==> config.mk <==
export PLATFORM = sky130hd
export DESIGN_NAME = fetch_redirect_controller_flat
export DESIGN_NICKNAME = d
export VERILOG_FILES = /design/src/rtl/fetch_redirect_controller_pkg.sv /design/src/rtl/fetch_redirect_controller_if.sv /design/src/rtl/fetch_redirect_controller_priority_select.sv /design/src/rtl/fetch_redirect_controller.sv /design/src/flat_wrapper.sv
export SDC_FILE = /design/constraint.sdc
export NUM_CORES = 1
export LEC_CHECK = 0
export BUFFER_PORTS_ARGS = -buffer_cell sky130_fd_sc_hd__buf_2
export CORE_MARGIN = 5
export CORE_UTILIZATION = 45
export CTS_BUF_LIST = sky130_fd_sc_hd__clkbuf_2
export CTS_CLUSTER_DIAMETER = 120
export CTS_CLUSTER_SIZE = 20
export DETAILED_ROUTE_END_ITERATION = 7
export GPL_ROUTABILITY_DRIVEN = 0
export PLACE_DENSITY = 0.85
export SYNTH_ARGS = -nofsm -noshare
export SYNTH_HDL_FRONTEND = slang
export SYNTH_SLANG_ARGS = --single-unit
==> constraint.sdc <==
create_clock -name clk -period 8.45 [get_ports clk]
set_input_delay 1.69 -clock clk [delete_from_list [all_inputs] [get_ports clk]]
set_output_delay 1.69 -clock clk [all_outputs]
set_load 0.005 [all_outputs]
==> src/rtl/fetch_redirect_controller_pkg.sv <==
// Shared machine configuration and the fetch-unit redirect types used by the
// redirect controller, its priority selector and its bus interface.
package MicroArchConf;
    localparam int PC_WIDTH = 32;
    typedef logic [PC_WIDTH-1:0] PC_Path;
endpackage

package FetchUnitTypes;
    import MicroArchConf::*;

    // Lower code = higher priority.
    typedef enum logic [1:0] {
        REDIR_CMT  = 2'd0,
        REDIR_REN  = 2'd1,
        REDIR_INTR = 2'd2,
        REDIR_PRED = 2'd3
    } RedirectSource;

    typedef enum logic [1:0] {
        FETCH  = 2'd0,
        DELAY  = 2'd1,
        BUBBLE = 2'd2
    } FetchRedirPhase;

    typedef struct packed {
        logic          valid;
        PC_Path        pc;
        RedirectSource src;
    } RedirectEntry;

    localparam RedirectEntry REDIR_NONE = '{valid: 1'b0, pc: '0, src: REDIR_CMT};

    // A candidate displaces a held entry only when strictly older in priority,
    // except that a commit redirect always wins an equal-priority tie.
    function automatic logic outranks(RedirectEntry cand, RedirectEntry held);
        return cand.valid && (!held.valid || (cand.src < held.src) || (cand.src == REDIR_CMT));
    endfunction
endpackage

==> src/rtl/fetch_redirect_controller_if.sv <==
// Redirect request/response bundle between the recovery sources and the
// next-PC stage.
interface fetch_redirect_controller_if;
    import MicroArchConf::*;

    logic        cmtRedirValid;
    PC_Path      cmtRedirPC;
    logic        renRedirValid;
    PC_Path      renRedirPC;
    logic        intrValid;
    PC_Path      intrPC;
    logic        predRedirValid;
    PC_Path      predRedirPC;
    logic        mispredDetect;
    logic        stall;
    logic        redirValid;
    PC_Path      redirPC;
    logic [1:0]  redirSrc;
    logic        sendBubble;
    logic [15:0] bubbleCycles;

    modport master (
        output cmtRedirValid, cmtRedirPC, renRedirValid, renRedirPC,
               intrValid, intrPC, predRedirValid, predRedirPC,
               mispredDetect, stall,
        input  redirValid, redirPC, redirSrc, sendBubble, bubbleCycles
    );

    modport slave (
        input  cmtRedirValid, cmtRedirPC, renRedirValid, renRedirPC,
               intrValid, intrPC, predRedirValid, predRedirPC,
               mispredDetect, stall,
        output redirValid, redirPC, redirSrc, sendBubble, bubbleCycles
    );
endinterface

==> src/rtl/fetch_redirect_controller_priority_select.sv <==
// Picks the winning redirect among the four live requests and the held
// pending entry; the same result feeds both the output and the capture path.
module redirect_priority_select
    import MicroArchConf::*;
    import FetchUnitTypes::*;
(
    input  logic [3:0]   reqValid,   // bit index equals the RedirectSource code
    input  PC_Path       reqPC [4],
    input  RedirectEntry pending,
    output RedirectEntry winner
);
    RedirectEntry best;

    // NOTE: combinational logic uses blocking '=' and assigns every output a
    // default before any branch, so no latch can be inferred.
    always_comb begin
        best = REDIR_NONE;
        // Scan from lowest priority upward so the highest-priority hit is written last.
        for (int i = 3; i >= 0; i--) begin
            if (reqValid[i]) begin
                best = '{valid: 1'b1, pc: reqPC[i], src: RedirectSource'(2'(i))};
            end
        end
        winner = outranks(best, pending) ? best : pending;
    end
endmodule

==> src/rtl/fetch_redirect_controller.sv <==
// Next-PC redirect arbitration with stall-time capture, plus the optional
// post-mispredict fetch-bubble sequencer and its saturating bubble counter.
module fetch_redirect_controller
    import MicroArchConf::*;
    import FetchUnitTypes::*;
#(
    parameter int STOP_ON_MISPRED = 0,
    parameter int PHASE_DELAY     = 2
)(
    input  logic                              clk,
    input  logic                              rstN,
    fetch_redirect_controller_if.slave        fetchBus
);
    localparam bit       STOP_EN    = (STOP_ON_MISPRED != 0);
    localparam bit [2:0] DELAY_LOAD = 3'(PHASE_DELAY - 1);

    RedirectEntry   pending;
    RedirectEntry   winner;
    logic [3:0]     reqValid;
    PC_Path         reqPC [4];
    logic           redirFire;

    FetchRedirPhase phase;
    FetchRedirPhase phaseNext;
    logic [2:0]     delayCnt;
    logic [2:0]     delayCntNext;
    logic           bubbleOn;
    logic [15:0]    bubbleCnt;

    assign reqValid = {fetchBus.predRedirValid, fetchBus.intrValid,
                       fetchBus.renRedirValid, fetchBus.cmtRedirValid};
    assign reqPC[0] = fetchBus.cmtRedirPC;
    assign reqPC[1] = fetchBus.renRedirPC;
    assign reqPC[2] = fetchBus.intrPC;
    assign reqPC[3] = fetchBus.predRedirPC;

    redirect_priority_select prioritySelect (
        .reqValid (reqValid),
        .reqPC    (reqPC),
        .pending  (pending),
        .winner   (winner)
    );

    // NOTE: sequential state uses non-blocking '<=' so every register samples
    // pre-edge values regardless of statement order.
    always_ff @(posedge clk or negedge rstN) begin
        if (!rstN) begin
            pending <= REDIR_NONE;
        end else if (fetchBus.stall) begin
            pending <= winner;
        end else begin
            // Released (or superseded) on the first unstalled cycle.
            pending <= REDIR_NONE;
        end
    end

    assign redirFire             = rstN && !fetchBus.stall && winner.valid;
    assign fetchBus.redirValid   = redirFire;
    assign fetchBus.redirPC      = redirFire ? winner.pc : '0;
    assign fetchBus.redirSrc     = redirFire ? winner.src : 2'd0;

    always_ff @(posedge clk or negedge rstN) begin
        if (!rstN) begin
            phase    <= FETCH;
            delayCnt <= 3'd0;
        end else begin
            phase    <= phaseNext;
            delayCnt <= delayCntNext;
        end
    end

    always_comb begin
        phaseNext    = phase;
        delayCntNext = delayCnt;
        case (phase)
            FETCH: begin
                if (STOP_EN && fetchBus.mispredDetect) begin
                    if (DELAY_LOAD == 3'd0) begin
                        phaseNext = BUBBLE;
                    end else begin
                        phaseNext    = DELAY;
                        delayCntNext = DELAY_LOAD;
                    end
                end
            end
            DELAY: begin
                // Bubble starts PHASE_DELAY cycles after detection: leave once the count reaches zero.
                delayCntNext = delayCnt - 3'd1;
                if (delayCntNext == 3'd0) begin
                    phaseNext = BUBBLE;
                end
            end
            BUBBLE: phaseNext = BUBBLE;
            default: begin
                phaseNext    = FETCH;
                delayCntNext = 3'd0;
            end
        endcase
        if (fetchBus.cmtRedirValid) begin
            phaseNext    = FETCH;
            delayCntNext = 3'd0;
        end
    end

    assign bubbleOn            = rstN && (phase == BUBBLE) && !fetchBus.cmtRedirValid;
    assign fetchBus.sendBubble = bubbleOn;

    always_ff @(posedge clk or negedge rstN) begin
        if (!rstN) begin
            bubbleCnt <= 16'd0;
        end else if (bubbleOn && (bubbleCnt != 16'hFFFF)) begin
            bubbleCnt <= bubbleCnt + 16'd1;
        end
    end

    assign fetchBus.bubbleCycles = bubbleCnt;
endmodule

==> src/flat_wrapper.sv <==
// flat-port wrapper written by rule: the top's interface ports become plain ports
module fetch_redirect_controller_flat import MicroArchConf::*; import FetchUnitTypes::*;
#(
    parameter int STOP_ON_MISPRED = 0,
    parameter int PHASE_DELAY     = 2
)
  (clk, rstN, fetchBus_cmtRedirValid, fetchBus_cmtRedirPC, fetchBus_renRedirValid, fetchBus_renRedirPC, fetchBus_intrValid, fetchBus_intrPC, fetchBus_predRedirValid, fetchBus_predRedirPC, fetchBus_mispredDetect, fetchBus_stall, fetchBus_redirValid, fetchBus_redirPC, fetchBus_redirSrc, fetchBus_sendBubble, fetchBus_bubbleCycles);
  fetch_redirect_controller_if fetchBus_i ();
  input  logic clk;
  input  logic rstN;
  input wire logic [$bits(fetchBus_i.cmtRedirValid)-1:0] fetchBus_cmtRedirValid;
  input wire logic [$bits(fetchBus_i.cmtRedirPC)-1:0] fetchBus_cmtRedirPC;
  input wire logic [$bits(fetchBus_i.renRedirValid)-1:0] fetchBus_renRedirValid;
  input wire logic [$bits(fetchBus_i.renRedirPC)-1:0] fetchBus_renRedirPC;
  input wire logic [$bits(fetchBus_i.intrValid)-1:0] fetchBus_intrValid;
  input wire logic [$bits(fetchBus_i.intrPC)-1:0] fetchBus_intrPC;
  input wire logic [$bits(fetchBus_i.predRedirValid)-1:0] fetchBus_predRedirValid;
  input wire logic [$bits(fetchBus_i.predRedirPC)-1:0] fetchBus_predRedirPC;
  input wire logic [$bits(fetchBus_i.mispredDetect)-1:0] fetchBus_mispredDetect;
  input wire logic [$bits(fetchBus_i.stall)-1:0] fetchBus_stall;
  output wire logic [$bits(fetchBus_i.redirValid)-1:0] fetchBus_redirValid;
  output wire logic [$bits(fetchBus_i.redirPC)-1:0] fetchBus_redirPC;
  output wire logic [$bits(fetchBus_i.redirSrc)-1:0] fetchBus_redirSrc;
  output wire logic [$bits(fetchBus_i.sendBubble)-1:0] fetchBus_sendBubble;
  output wire logic [$bits(fetchBus_i.bubbleCycles)-1:0] fetchBus_bubbleCycles;
  assign fetchBus_i.cmtRedirValid = fetchBus_cmtRedirValid;
  assign fetchBus_i.cmtRedirPC = fetchBus_cmtRedirPC;
  assign fetchBus_i.renRedirValid = fetchBus_renRedirValid;
  assign fetchBus_i.renRedirPC = fetchBus_renRedirPC;
  assign fetchBus_i.intrValid = fetchBus_intrValid;
  assign fetchBus_i.intrPC = fetchBus_intrPC;
  assign fetchBus_i.predRedirValid = fetchBus_predRedirValid;
  assign fetchBus_i.predRedirPC = fetchBus_predRedirPC;
  assign fetchBus_i.mispredDetect = fetchBus_mispredDetect;
  assign fetchBus_i.stall = fetchBus_stall;
  assign fetchBus_redirValid = fetchBus_i.redirValid;
  assign fetchBus_redirPC = fetchBus_i.redirPC;
  assign fetchBus_redirSrc = fetchBus_i.redirSrc;
  assign fetchBus_sendBubble = fetchBus_i.sendBubble;
  assign fetchBus_bubbleCycles = fetchBus_i.bubbleCycles;
  fetch_redirect_controller #(.STOP_ON_MISPRED(STOP_ON_MISPRED), .PHASE_DELAY(PHASE_DELAY)) u_core (.clk(clk), .rstN(rstN), .fetchBus(fetchBus_i));
endmodule
==> metrics, run 1 <==
nets@finish 659; Worst setup EP type output pin; All-Layer GR Usage about a fifth; DR vias approximately 3400; dpl cells ~610; worst skew pair latency between 0.3 and 0.4 ns; Area Growth Syn to Fin 24.6%; Post-Synth Simple-Gate Area between 10% and 20%; post-synthesis mux area share 20.5%; post-route minimum period between 6 and 7 ns; Most flops, register u_core.pending; drt pass-1 iters 4; grt ovf 0; sequential-to-total area share from yosys stat 27.1%; met2 Usage GRT between 30 and 40%; Critical Path RT around 6.8 ns; DP Wirelength 6670 um; WL/cell 15.1 um; final WL ~9300 um; CTS clock-pin slew for the worst setup and hold paths between 0.15 and 0.2 ns; Post-route DRC 0; post-CTS setup repair buffer count 0; power density over the cells 106 nW/um^2; RSZ-0062 raised after global routing no; Compound-Gate Fraction of Synth Area roughly a fifth; worst hold-check path type flip-flop to flip-flop; Ports between 150 and 200; initial drt markers ~160; wire length of the first global-routing pass approximately 15000 um; CTS tree yes; Slew Limit Fails 0; Clock Path Buffers 2; Core ar. roughly 6900 um^2; final worst path period share approximately 78%; total power ~430 uW; outcome finished clean; Cell variety after synth 29; Synth Warn # 0; CTS Root Cell clkbuf_2; CP Max Fanout 37; Starting Density 47.0%; Mapped Avg Cell Area approximately 8.4 um^2; top flop regs u_core.pending (35); vias in the first global route 3439; Finished Layout Cells about 620; post-synthesis xor/xnor area fraction 0%; hold slack approximately 0.54 ns; post-cts sizing count 0; Fin Setup TNS 0 ns; GRT met3 Usage roughly 4.8%; P_leak 0.00192 uW; max reg flops 35; post-synthesis instance area ~3200 um^2; crit path kind input pin to output pin; max-cap viol count 0; Peak Freq between 150 and 200 MHz; # diodes 0; combinational family with the most area after synthesis compound AO/OA/AOI/OAI gates; GRT busiest layer met2; max-slew headroom at the worst pin 33.5%; layout cell share with drive strength beyond 1 35.8%; pin count of the biggest net entering global routing 70; final-report hold violation count 0; vias per cell roughly 5.5; Sink Count 35; CTS H-tree lvls 2; die span in x around 95 um; grt met1 use 21.9%; die area 8960 um^2; Post-Synth Adder-Cell Area 0.388%; final setup vio count 0; Post-CTS Hold Buffers 0; CP Launch Type input pin; Die Span Y approximately 95 um; initial antenna violation count 0; synthesized instance count roughly 380; Slew @ Worst Pin around 1 ns; Worst Skew between 0.008 and 0.009 ns; worst vdd ir between 0.04 and 0.05 mV; site row count 30; CP arrival between 4 and 5 ns; CTS Buf Count 5; Detail Route Antenna Nets 0; Port Buf Inserts approximately 170; synthesized flop and latch total 35
layout make-up:
cell class / instances / area, um^2
clock buffers: 6 / 30.0
clock inverters: 2 / 7.51
fillers: 635 / 2850
inverters: 5 / 18.8
multi-input cells: 300 / 2070
flip-flops and latches: 35 / 876
well taps: 96 / 120
repair buffers: 175 / 903
cells in the mapped netlist (all sizes together):
library cell	count	area, um^2
a21bo	1	10.0
a21oi	1	5.00
a221o	32	320
a311oi	1	15.0
a31oi	2	12.5
a32o	2	20.0
and2	1	6.26
buf	32	244
clkbuf	26	97.6
conb	1	3.75
dfrtp	35	876
ha	1	12.5
inv	5	18.8
mux2i	66	661
nand2	68	255
nand2b	2	12.5
nand3	64	320
nor2	2	7.51
nor2b	1	6.26
nor3	3	15.0
o21a	1	7.51
o21ai	1	5.00
o22a	32	280
o31a	1	8.76
or2	1	6.26
critical path, cell delays in order:
cell     delay, ns
buf_2         0.12
or2_2         0.60
nor2_1        0.15
ha_1          0.31
a21bo_2       0.21
a31oi_1       0.21
o31a_2        0.83
buf_12        0.34
mux2i_1       0.23
buf_2         0.13
through the flow:
step                cell area [um^2]  setup slack, ns  utilization (%)
floorplan                       3290             3.11                -
global placement                3980             1.99             58.0
detailed placement              3980             1.86             58.0
CTS                             4020             1.83             58.5
global route                    4020             1.63             58.5
finish                          4020             1.87             58.5
per-layer routing:
metal / routed length [um] / up-vias
li1: - / 1666
met2: 4780 / 144
met1: 3550 / 1567
met4: 81 / 0
met3: 926 / 8
met5: 0 / -
layout by cell type, fill, tap and decap left out:
master | synthesis | routed
buf_2 | 3 | 169
nand2_1 | 68 | 68
mux2i_1 | 66 | 66
nand3_1 | 64 | 64
dfrtp_1 | 35 | 35
a221o_1 | 32 | 32
o22a_1 | 32 | 32
conb_1 | 1 | 17
clkbuf_2 | 0 | 6
buf_4 | 22 | 5
inv_1 | 4 | 4
nor3_1 | 3 | 3
nor2_1 | 2 | 2
nand2b_1 | 2 | 2
a31oi_1 | 2 | 2
a32o_1 | 2 | 2
clkinv_1 | 0 | 2
or2_2 | 1 | 1
nor2b_2 | 0 | 1
inv_2 | 1 | 1
a21bo_2 | 1 | 1
o21a_1 | 1 | 1
o31a_2 | 0 | 1
o21ai_0 | 1 | 1
a21oi_1 | 1 | 1
a311oi_4 | 0 | 1
and2_1 | 1 | 1
ha_1 | 1 | 1
buf_12 | 0 | 1
worst paths after layout:
path,start,end,slack [ns],depth (start not counted)
max,fetchBus_cmtRedirValid,fetchBus_redirPC[0],1.87,10
min,u_core.pending[21],u_core.pending[21],0.54,2
max reg2reg,u_core.pending[1],u_core.pending[8],5.80,7
min reg2reg,u_core.pending[21],u_core.pending[21],0.54,2
max in group asynchronous,rstN,u_core.pending[16],6.57,1
min in group asynchronous,rstN,u_core.pending[2],1.38,1
logic make-up after synthesis:
logic type / count (synthesis)
simple gates: 142
compound gates: 74
mux: 66
buf+inv: 63
flops: 35
fa+ha+maj: 1
other cells: 1
where the power goes:
| group | total (uW) | internal [uW] | switching [uW] | leakage, uW |
|---|---|---|---|---|
| registers | 192 | 183 | 8.46 | 0.000452 |
| logic | 162 | 77.5 | 84.6 | 0.00143 |
| clock network | 72.7 | 20.0 | 52.7 | 0.0000281 |
No activity file was read; power rests on OpenSTA's default activity.
==> inputs of run 2 (changes only) <==
ABC_AREA = 1   (was unset)
CORE_UTILIZATION = 41   (was 45)
PLACE_DENSITY = 0.83   (was 0.85)
clock period = 5.8 ns   (was 8.45 ns; I/O delays follow)
==> metrics, run 2 <==
outcome finished clean; Synth top cells by count nand2_1 (174), inv_1 (73), nor2_1 (66); WL/cell 13.1 um (-13%); CTS Buf Count 5 (unchanged); max-cap viol count 0 (unchanged); post-route minimum period around 4.7 ns; worst hold-check path type flip-flop to flip-flop; ys async rst share 100% (unchanged); CTS tree yes; Ports 188 (unchanged); Port Buf Inserts 169 (unchanged); crit-path cells buf_2 -> buf_4 -> inv_1 -> nand2_1 -> nand2_1 -> nand2_1 -> nand2_1 -> nand2_1 -> nand2_1 -> nand2_4 -> nand2_4 -> nand2_1 -> nand2_1 -> nor2_1 -> buf_2; Critical Path RT 4.64 ns (-2.12 ns); initial drt markers 178 (+9.2%); worst vdd ir 0.0850 mV (+70%); synthesized flop and latch total 35 (unchanged); Post-route DRC 0 (unchanged); Mapped Avg Cell Area 5.97 um^2 (-29%); die area 9270 um^2 (+3.4%); Core ar. 7250 um^2 (+5.6%); most common cell in the netlist nand2_1; most common cell after layout, fill and taps aside nand2_1; vias in the first global route 3411 (-0.81%); synth top area cells dfrtp_1 (29%), nand2_1 (21%), inv_1 (9.0%), nor2_1 (8.1%), o211ai_1 (7.9%); Clock Path Buffers 2 (unchanged); Main synth FF type dfrtp_1; power density over the cells 165 nW/um^2 (+55%); RSZ-0062 raised after global routing no; GRT met3 Usage 4.69% (-0.090 points); drt pass-1 iters 5 (+1); Starting Density 42.1% (-4.9 points); top flop regs u_core.pending (35); CP Launch Type input pin; post-layout worst setup margin 1.06 ns (-0.814 ns); final WL 9930 um (+6.3%); die span in x 96.3 um (+1.7%); final worst path period share about four fifths; CP Max Fanout 41 (+11%); FF-to-FF setup slack 3.88 ns (-1.92 ns); Worst Skew 0.0239 ns (+0.0151 ns); nets@finish 794 (+20%); post-synthesis instance area 3050 um^2 (-5.4%); post-cts sizing count 0 (unchanged); max-slew headroom at the worst pin 34.9% (+1.4 points); hold slack 0.574 ns (+0.0376 ns); CP Launch Point fetchBus_intrValid; site row count 31 (+3.3%); CP arrival 3.58 ns (-1.31 ns); Slew Limit Fails 0 (unchanged); wire length of the first global-routing pass 15300 um (+3.1%); DP Worst Slack 1.06 ns (-0.799 ns); worst skew pair latency 0.37 ns (about the same); met2 Usage GRT 34.9% (-3.7 points); CTS clock-pin slew for the worst setup and hold paths 0.19 ns (+0.03 ns); synthesized instance count 511 (+34%); Worst setup EP type output pin; max reg flops 35 (unchanged); Die Span Y 96.3 um (+1.7%); sequential-to-total area share from yosys stat 28.7% (+1.6 points); Fin Setup TNS 0 ns (unchanged); Area Growth Syn to Fin 26.7%; grt met1 use 27.3% (+5.4 points); post-CTS setup repair buffer count 0 (unchanged); initial antenna violation count 0 (unchanged); Crit path largest cell delay 0.42 ns (-0.41 ns); CTS H-tree lvls 2 (unchanged); # diodes 0 (unchanged); Post-CTS Hold Buffers 0 (unchanged); grt ovf 0 (unchanged); Sink Count 35 (unchanged); total power 636 uW (+49%); Filler Cell Count 768 (+21%); DR vias 3679 (+8.7%); crit path kind input pin to output pin; Slew @ Worst Pin 0.970 ns (-0.0273 ns); CTS Root Cell clkbuf_2; layout cell share with drive strength beyond 1 28.4% (-7.3 points); final setup vio count 0 (unchanged); number of flops mapped to enable cells by yosys 0 (unchanged); most frequent CP cell nand2_1; Synth top area share 28.7% (+1.6 points); vias per cell 4.86 (-11%); DP Wirelength 7560 um (+13%); Most flops, register u_core.pending; P_leak 0.00234 uW (+22%); r2r endpoint u_core.pending[21]; commonest non-fill, non-tap cells in the layout nand2_1 (174), buf_2 (169), inv_1 (73), nor2_1 (66); GRT busiest layer met2; worst setup path endpoint fetchBus_redirPC[29]; pin count of the biggest net entering global routing 42 (-40%); Cell variety after synth 21 (-28%); RR Startpoint u_core.pending[1]; Peak Freq 211 MHz; Yosys top cell by area dfrtp_1; Slowest cell on crit path buf_4; Detail Route Antenna Nets 0 (unchanged); final-report hold violation count 0 (unchanged); All-Layer GR Usage 21.1% (+0.92 points); Synth Warn # 0 (unchanged); R2R depth 9 (+2)
run 2: logic make-up (layout without fill, tap and decap cells):
logic type	after synthesis	after routing	share of synthesized area, %
AO/OA/AOI/OAI	67	67	15.0
AND/OR/NAND/NOR	279	279	36.6
flip-flops	35	35	28.7
buffers and inverters	128	259	19.1
other	1	17	0.123
adder cells (fa/ha/maj)	1	1	0.410
run 2: worst min path at each step:
stage	startpoint	to	slack [ns]	depth (start not counted)
2_1_floorplan	u_core.pending[1]	u_core.pending[1]	0.53	2
6_report	u_core.pending[1]	u_core.pending[1]	0.57	2
5_1_grt	u_core.pending[1]	u_core.pending[1]	0.61	2
3_5_place_dp	u_core.pending[1]	u_core.pending[1]	0.55	2
3_3_place_gp	u_core.pending[1]	u_core.pending[1]	0.54	2
4_1_cts	u_core.pending[1]	u_core.pending[1]	0.58	2
run 2: power by group:
part,total [uW],switching (uW),internal [uW],leakage [uW]
registers,275,6.40,268,0.000448
clock network,110,80.8,29.1,0.0000281
logic,252,150,101,0.00187
total,636,237,399,0.00234
run 2: stage by stage:
| step | utilization [%] | area, um^2 | instances |
|---|---|---|---|
| floorplan | - | 3110 | 527 |
| global placement | 52.8 | 3830 | 749 |
| detailed placement | 52.8 | 3830 | 749 |
| CTS | 53.3 | 3860 | 757 |
| global route | 53.3 | 3860 | 757 |
| finish | 53.3 | 3860 | 757 |
run 2: routing by layer:
metal | vias up | wire, um
met4 | 0 | 218
met2 | 171 | 4770
met5 | - | 0
li1 | 1862 | -
met1 | 1624 | 4060
met3 | 22 | 876
run 2: critical path, delay by kind of cell:
| family | cells | cell delay (ns) |
|---|---|---|
| buf+inv | 4 | 0.96 |
| simple gates | 11 | 1.42 |
run 2: area by class of cell:
cell class / count / area (um^2) / share of cell area [%]
clock buffer: 6 / 30.0 / 0.777
clock inverter: 2 / 7.51 / 0.194
inverter: 76 / 285 / 7.38
multi-input combinational: 364 / 1650 / 42.7
sequential: 35 / 876 / 22.7
tap: 99 / 124 / 3.20
timing repair buffer: 175 / 891 / 23.0
==> inputs of run 3 (changes only) <==
CORE_UTILIZATION = 45   (was 41)
PLACE_DENSITY = 0.86   (was 0.83)
clock period = 4.4 ns   (was 5.8 ns; I/O delays follow)
==> metrics, run 3 (synthesis results as in run 2) <==
Critical Path RT 3.52 ns (-1.12 ns); site row count 30 (-3.2%); NetSw 322 uW (+36%); RSZ-0062 raised after global routing no; worst vdd ir 0.150 mV (+77%); Slew @ Worst Pin 1.08 ns (+0.112 ns); worst hold-check path type input pin to async pin; hold slack 0.518 ns (-0.0564 ns); WL/cell 13.4 um (+1.8%); Detail Route Antenna Nets 0 (unchanged); wire length of the first global-routing pass 16000 um (+4.6%); FF-to-FF setup slack 2.52 ns (-1.36 ns); Die Span Y 92.4 um (-4.1%); Area Growth Syn to Fin 27.5%; crit path kind input pin to output pin; layout cell share with drive strength beyond 1 28.9% (+0.48 points); Fin Setup TNS 0 ns (unchanged); final WL 9900 um (-0.33%); CTS Buf Count 5 (unchanged); final worst path period share about nine tenths; grt ovf 0 (unchanged); Most flops, register u_core.pending; vias per cell 5.01 (+3.0%); r2r endpoint u_core.pending[28]; R2R depth 9 (unchanged); Peak Freq ~250 MHz; CP Max Fanout 35 (-15%); DR vias 3711 (+0.87%); # diodes 0 (unchanged); top flop regs u_core.pending (35); Filler Cell Count 668 (-13%); post-cts sizing count 0 (unchanged); Comb power frac 36.8% (-2.7 points); CP arrival 3.15 ns (-0.43 ns); vias in the first global route 3549 (+4.0%); initial drt markers 179 (+0.56%); CTS tree yes; clock group share of total power 23.1% (+5.8 points); Post-route DRC 0 (unchanged); initial antenna violation count 0 (unchanged); Post-CTS Hold Buffers 0 (unchanged); post-CTS setup repair buffer count 0 (unchanged); P_leak 0.00237 uW (+1.1%); drt pass-1 iters 6 (+1); die area 8530 um^2 (-8.0%); Port Buf Inserts 169 (unchanged); CTS H-tree lvls 2 (unchanged); DP Wirelength 7580 um (+0.26%); RR Startpoint u_core.pending[1]; max-slew headroom at the worst pin 27.7% (-7.2 points); dpl cells 733 (-2.1%); power density over the cells 233 nW/um^2 (+41%); All-Layer GR Usage 23.0% (+1.9 points); Sink Count 35 (unchanged); Sequential Power Share 40.1% (-3.1 points); Finished Layout Cells 741 (-2.1%); Ports 188 (unchanged); CTS Root Cell clkbuf_2; most common cell after layout, fill and taps aside nand2_1; commonest non-fill, non-tap cells in the layout nand2_1 (174), buf_2 (169), inv_1 (73), nor2_1 (66); Worst Skew 0.0306 ns (+0.00680 ns); Sw Share 35.6% (-1.7 points); die span in x 92.4 um (-4.1%); final-report hold violation count 0 (unchanged); Clock Path Buffers 2 (unchanged); outcome finished clean; Slew Limit Fails 0 (unchanged); Starting Density 45.7% (+3.6 points); CTS clock-pin slew for the worst setup and hold paths 0.22 ns (+0.03 ns); post-route minimum period roughly 4.0 ns; Core ar. 6680 um^2 (-7.9%); nets@finish 797 (+0.38%); Worst setup EP type output pin; CP Launch Type input pin; max reg flops 35 (unchanged); final setup vio count 0 (unchanged); worst skew pair latency 0.41 ns (+0.04 ns); max-cap viol count 0 (unchanged); Internal Power 583 uW (+46%); pin count of the biggest net entering global routing 39 (-7.1%)
==> run 3: cell count changes in the layout (fill, tap and decap cells not counted), sizes merged <==
cell / delta
bufinv: +1
clkbuf: -1
buf: +3
==> run 3: worst max-delay path by stage <==
stage,from,slack (ns),end
5_1_grt,fetchBus_intrValid,0.14,fetchBus_redirPC[0]
4_1_cts,fetchBus_intrValid,0.40,fetchBus_redirPC[1]
2_1_floorplan,fetchBus_predRedirValid,1.25,fetchBus_redirPC[12]
6_report,fetchBus_intrValid,0.37,fetchBus_redirPC[0]
3_5_place_dp,fetchBus_intrValid,0.40,fetchBus_redirPC[1]
3_3_place_gp,fetchBus_intrValid,0.42,fetchBus_redirPC[0]
==> run 3: layout make-up <==
type	instances	area (um^2)	share of cell area, %
Clock buffer	5	25.0	0.643
Clock inverter	3	38.8	0.997
Inverter	76	285	7.33
Multi-Input combinational cell	364	1650	42.5
Sequential cell	35	876	22.5
Tap cell	80	100	2.57
Timing Repair Buffer	178	913	23.5
==> run 3: per-stage QoR <==
step	utilization, %	power (uW)	worst slack [ns]	cell area (um^2)
after global routing	58.2	975	0.140	3890
after detailed placement	57.3	702	0.401	3830
after floorplan	-	586	1.25	3110
final	58.2	905	0.370	3890
after CTS	58.2	908	0.400	3890
after global placement	57.3	693	0.421	3830
==> run 3: layer usage <==
| metal | vias to the layer above | wire (um) | global-route usage (%) | part of all wire, % |
|---|---|---|---|---|
| met4 | 0 | 235 | 7.92 | 2.4 |
| met1 | 1661 | 3990 | 28.1 | 40 |
| li1 | 1870 | - | - | - |
| met3 | 20 | 791 | 4.87 | 8.0 |
| met5 | - | 0 | 0 | 0 |
| met2 | 160 | 4880 | 39.8 | 49 |
==> run 3: worst max-delay path, stage by stage <==
cell,delay [ns]
buf_2,0.26
or2_1,0.31
nand2_1,0.10
inv_1,0.06
ha_1,0.26
nand2_1,0.07
nand2_1,0.08
nand2_4,0.30
nand2_4,0.31
nand2_1,0.13
nand2_1,0.08
nor2_1,0.14
buf_2,0.14
==> run 3: power groups by stage <==
stage / clock network, uW / registers, uW / logic [uW]
6_report: 209 / 363 / 333
2_1_floorplan: 0 / 367 / 220
4_1_cts: 211 / 363 / 334
5_1_grt: 226 / 366 / 383
3_3_place_gp: 0 / 368 / 325
3_5_place_dp: 0 / 369 / 332
